**config.mk**
```make
export PLATFORM = sky130hd
export DESIGN_NAME = if_stage_fetch_unit
export DESIGN_NICKNAME = d
export VERILOG_FILES = /design/src/rtl/if_stage_fetch_unit.sv
export SDC_FILE = /design/constraint.sdc
export NUM_CORES = 1
export LEC_CHECK = 0
export CAP_MARGIN = 25
export CELL_PAD_IN_SITES_DETAIL_PLACEMENT = 1
export CELL_PAD_IN_SITES_GLOBAL_PLACEMENT = 2
export CORE_MARGIN = 4
export CORE_UTILIZATION = 27
export CTS_CLUSTER_SIZE = 28
export DETAILED_ROUTE_END_ITERATION = 7
export PLACE_DENSITY_LB_ADDON = 0.1
export SLEW_MARGIN = 10
export SYNTH_ARGS = -nofsm -noshare
export SYNTH_HDL_FRONTEND = slang
export SYNTH_SLANG_ARGS = --single-unit
export TNS_END_PERCENT = 1
```
**constraint.sdc**
```tcl
create_clock -name i_clk -period 6.6 [get_ports i_clk]
set_input_delay 0.66 -clock i_clk [delete_from_list [all_inputs] [get_ports i_clk]]
set_output_delay 0.66 -clock i_clk [all_outputs]
set_load 0.01 [all_outputs]
```
**src/rtl/if_stage_fetch_unit.sv**
```systemverilog
// Instruction-fetch stage: owns the program counter and the IF/ID pipeline register,
// and keeps saturating counters of flush bubbles and stall cycles.
module if_stage_fetch_unit #(
    parameter logic [31:0] RESET_PC  = 32'h0040_0000,
    parameter logic [31:0] NOP_INSTR = 32'h0000_0000,
    parameter int unsigned CNT_W     = 32
) (
    input  logic             i_clk,
    input  logic             i_rst,
    input  logic             i_stall,
    input  logic             i_IF_ID_Flush,
    input  logic             i_Jump,
    input  logic [31:0]      i_jump_target,
    input  logic             i_branch_taken,
    input  logic [31:0]      i_branch_target,
    input  logic [31:0]      i_instr,
    output logic [31:0]      o_pc,
    output logic [31:0]      o_IF_ID_instr,
    output logic [31:0]      o_IF_ID_pc_plus4,
    output logic             o_IF_ID_valid,
    output logic [CNT_W-1:0] o_flush_count,
    output logic [CNT_W-1:0] o_stall_count
);

    localparam logic [CNT_W-1:0] CNT_ONE = {{(CNT_W-1){1'b0}}, 1'b1};
    localparam logic [CNT_W-1:0] CNT_MAX = {CNT_W{1'b1}};

    logic [31:0] pc_plus4;
    logic [31:0] next_pc;
    logic        flush_evt;
    logic        stall_evt;

    assign pc_plus4 = o_pc + 32'd4;

    // A taken branch beats a stall; a stall masks both the jump and the flush request.
    always_comb begin
        next_pc   = pc_plus4;
        flush_evt = 1'b0;
        stall_evt = 1'b0;
        if (i_branch_taken) begin
            next_pc   = {i_branch_target[31:2], 2'b00};
            flush_evt = 1'b1;
        end else if (i_stall) begin
            next_pc   = o_pc;
            stall_evt = 1'b1;
        end else begin
            if (i_Jump) begin
                next_pc = {i_jump_target[31:2], 2'b00};
            end
            flush_evt = i_IF_ID_Flush;
        end
    end

    always_ff @(posedge i_clk or posedge i_rst) begin
        if (i_rst) begin
            o_pc <= RESET_PC;
        end else begin
            o_pc <= next_pc;
        end
    end

    always_ff @(posedge i_clk or posedge i_rst) begin
        if (i_rst) begin
            o_IF_ID_instr    <= NOP_INSTR;
            o_IF_ID_pc_plus4 <= 32'd0;
            o_IF_ID_valid    <= 1'b0;
        end else if (flush_evt) begin
            o_IF_ID_instr    <= NOP_INSTR;
            o_IF_ID_pc_plus4 <= 32'd0;
            o_IF_ID_valid    <= 1'b0;
        end else if (!stall_evt) begin
            o_IF_ID_instr    <= i_instr;
            o_IF_ID_pc_plus4 <= pc_plus4;
            o_IF_ID_valid    <= 1'b1;
        end
    end

    // Counters stick at all-ones rather than wrapping.
    always_ff @(posedge i_clk or posedge i_rst) begin
        if (i_rst) begin
            o_flush_count <= '0;
            o_stall_count <= '0;
        end else begin
            if (flush_evt && (o_flush_count != CNT_MAX)) begin
                o_flush_count <= o_flush_count + CNT_ONE;
            end
            if (stall_evt && (o_stall_count != CNT_MAX)) begin
                o_stall_count <= o_stall_count + CNT_ONE;
            end
        end
    end

endmodule
```
==> impl_metrics.env <==
export IMPL_status="finished, final reports clean"
export IMPL_cts_buffer_depth=2
export IMPL_cp_start_kind="register"
export IMPL_synth_edf_count=0
export IMPL_synth_ff_type="dfrtp_1"
export IMPL_cts_resized=0
export IMPL_ff2ff_setup_slack_ns=3.95
export IMPL_synth_fa_ha_area_frac=0.00493
export IMPL_clock_skew_ns=0.0227
export IMPL_setup_viol=0
export IMPL_seq_area_frac_synth=0.516
export IMPL_cts_sinks=157
export IMPL_yosys_area_share_simple=0.183
export IMPL_top_layer_used="met4"
export IMPL_start_util=0.274
export IMPL_path_cells="ha_1 > nand2_1 > nor4_2 > nand3_1 > xor2_1 > o221ai_1"
export IMPL_worstPathRequired_ns=6.87
export IMPL_routabilityCongestion=0.741
export IMPL_dieHeight_um=176
export IMPL_hold_end="o_IF_ID_pc_plus4[2]"
export IMPL_cts_hold_buffers_added=0
export IMPL_core_area_um2=27800
export IMPL_overflow=0
export IMPL_yosysUniqueCellTypes=61
export IMPL_mappedNetlistArea_um2=7610
export IMPL_dp_hpwl_mm=18.4
export IMPL_synth_xor_area_frac=0.0989
export IMPL_crit_start="o_pc[2]"
export IMPL_drv_cap=0
export IMPL_drcViolationCount=0
export IMPL_dpl_cell_area_um2=10500
export IMPL_fin_crit_ns=2.65
export IMPL_reg2reg_from="o_pc[2]"
export IMPL_post_cts_buffers=0
export IMPL_syn_inst=739
export IMPL_synth_area_per_cell_um2=10.3
export IMPL_worstSkewPairLatency_ns=0.43
export IMPL_max_stage_delay_ns=0.85
export IMPL_fill_cells=3129
export IMPL_fin_tns_setup_ns=0
export IMPL_dr_wl_met3_mm=1.74
export IMPL_critPathKind="register to register"
export IMPL_met1Wirelength_mm=12.5
export IMPL_final_area_um2=11100
export IMPL_layout_drive_gt1_share=0.0664
export IMPL_fp_dieArea_um2=30900
export IMPL_vias=6722
export IMPL_syn_to_final_growth_pct=46.3
export IMPL_layout_nets=1086
export IMPL_finalCritPeriodShare=0.401
export IMPL_diodes=0
export IMPL_ys_ff_latch=157
export IMPL_clk_pin_slew_ns=0.07
export IMPL_routedWlPerCell_um=19.2
export IMPL_hold_viol=0
export IMPL_slew_limit_headroom=0.344
export IMPL_cp_num_buf_inv=0
export IMPL_antenna_found_initial=0
export IMPL_cts_buffers=17
export IMPL_wirelength_mm=26.3
export IMPL_reg2regPathDepth=6
export IMPL_via_per_inst=4.90
export IMPL_ios=263
export IMPL_muxShareOfSynthArea=0.0112
export IMPL_drtAntennaViolNets=0
export IMPL_cp_max_fo=7
export IMPL_rows=61
export IMPL_async_flop_share=1.00
export IMPL_fmax_mhz=378
export IMPL_rsz0062_at_grt="no"
export IMPL_vdd_drop_max_v=0.000114
export IMPL_arrival_ns=2.92
export IMPL_drtIter0Drc=309
export IMPL_synth_compound_area_frac=0.152
export IMPL_ys_warn_count=0
export IMPL_gr_usage_all_layers=0.168
export IMPL_grt_max_degree=67
export IMPL_drv_slew=0
export IMPL_hp_class="register to register"
export IMPL_grt_pass1_vias=7090
export IMPL_power_density_nw_per_um2=238
export IMPL_crit_family="simple AND/OR/NAND/NOR gates"
export IMPL_worst_pin_slew_ns=0.981
export IMPL_min_from="o_IF_ID_pc_plus4[2]"
export IMPL_endpoint_kind="register"
export IMPL_htreeDepth=4
export IMPL_r2r_end="o_pc[18]"
export IMPL_synth_top_family_by_area="simple AND/OR/NAND/NOR gates"
export IMPL_wl_met2_mm=11.8
export IMPL_holdPathStages=2
export IMPL_slowest_stage="nor4_2"
export IMPL_firstDrtPassIters=4
export IMPL_fp_dieW_um=176
export IMPL_cts_tree="yes"
export IMPL_io_buffer_count=254
export IMPL_leakage_nw=4.43
export IMPL_cts_root_buf="clkbuf_16"
export IMPL_grt_pass1_wl_mm=41.7
-- cell families (layout without fill, tap and decap cells) --
family                     count (synthesis)  count (layout)
buffers and inverters                     59             311
AOI/OAI and AO/OA                        159             159
xor gates and xnor gates                  86              86
adders and majority gates                  3               3
other                                      1               4
muxes                                      8               8
and+or+nand+nor                          266             266
DFF                                      157             157
-- worst max path at each step --
stage / endpoint / slack, ns / depth (start not counted)
after detailed placement: o_stall_count[1] / 3.66 / 7
after floorplan: o_IF_ID_instr[0] / 1.71 / 1
after global routing: o_pc[18] / 3.73 / 6
after CTS: o_pc[16] / 3.91 / 6
final: o_pc[18] / 3.95 / 6
after global placement: o_stall_count[31] / 3.23 / 7
-- synth_stat cells, drive strengths merged, types with 15 or more instances --
| library cell | n | area (um^2) |
|---|---|---|
| xor2 | 19 | 166 |
| nor2 | 39 | 146 |
| dfrtp | 156 | 3900 |
| o21ai | 39 | 195 |
| nand3 | 39 | 195 |
| clkbuf | 28 | 106 |
| buf | 16 | 95.1 |
| nand2 | 77 | 289 |
| and3 | 18 | 114 |
| a21oi | 21 | 105 |
| inv | 15 | 56.3 |
| nand4 | 45 | 303 |
| a22o | 38 | 333 |
| xnor2 | 67 | 587 |
-- layer usage --
metal,vias to the layer above,GRT usage
li1,3161,-
met1,3360,0.237
met2,187,0.259
met3,14,0.0480
met4,0,0.0380
met5,-,0
-- worst register-to-register path, stage by stage, from the launching register on --
cell	delay (ns)
dfrtp_1	0.47
ha_1	0.30
nand2_1	0.24
nor4_2	0.85
nand3_1	0.21
xor2_1	0.27
o221ai_1	0.16
-- where the power goes --
| group | internal (mW) | leakage [nW] | switching (mW) |
|---|---|---|---|
| Combinational | 0.275 | 2.07 | 0.227 |
| Clock | 0.540 | 0.287 | 0.471 |
| Sequential | 1.04 | 2.07 | 0.101 |
| Total | 1.85 | 4.43 | 0.799 |
-- sequential cells by signal, indices dropped and copies added (netlist names) --
register	count
o_IF_ID_valid	1
o_IF_ID_pc_plus4	30
o_flush_count	32
o_IF_ID_instr	32
o_pc	30
o_stall_count	32
-- metrics by stage --
stage | util | hold slack [ns] | power (mW) | setup WS (ns) | std cells
final | 0.401 | 0.479 | 2.65 | 3.95 | 1372
after global routing | 0.401 | 0.508 | 2.79 | 3.73 | 1372
after CTS | 0.401 | 0.488 | 2.69 | 3.91 | 1371
after detailed placement | 0.380 | 0.472 | 1.67 | 3.66 | 1339
after global placement | 0.378 | 0.460 | 1.66 | 3.23 | 1337
after floorplan | - | 0.516 | 1.37 | 1.71 | 742
-- final cells by class --
type / instances / area, um^2 / area share
inverters: 15 / 61.3 / 0.00550
clock inverters: 13 / 153 / 0.0137
repair buffers: 264 / 2630 / 0.236
well taps: 378 / 473 / 0.0425
flip-flops and latches: 157 / 3930 / 0.353
clock buffers: 19 / 433 / 0.0389
multi-input cells: 526 / 3460 / 0.310
-- cell usage in the layout (no fill, tap or decap), drive strengths merged, types with 12 or more instances in the layout --
cell,n
clkdlybuf4s50,252
dfrtp,156
nand2,77
xnor2,67
nand4,45
nand3,39
o21ai,39
nor2,39
a22o,38
inv,22
a21oi,21
xor2,19
clkbuf,19
and3,18
o221ai,14
a22oi,14
buf,12
Note: power is estimated with default switching activity, not from simulation.
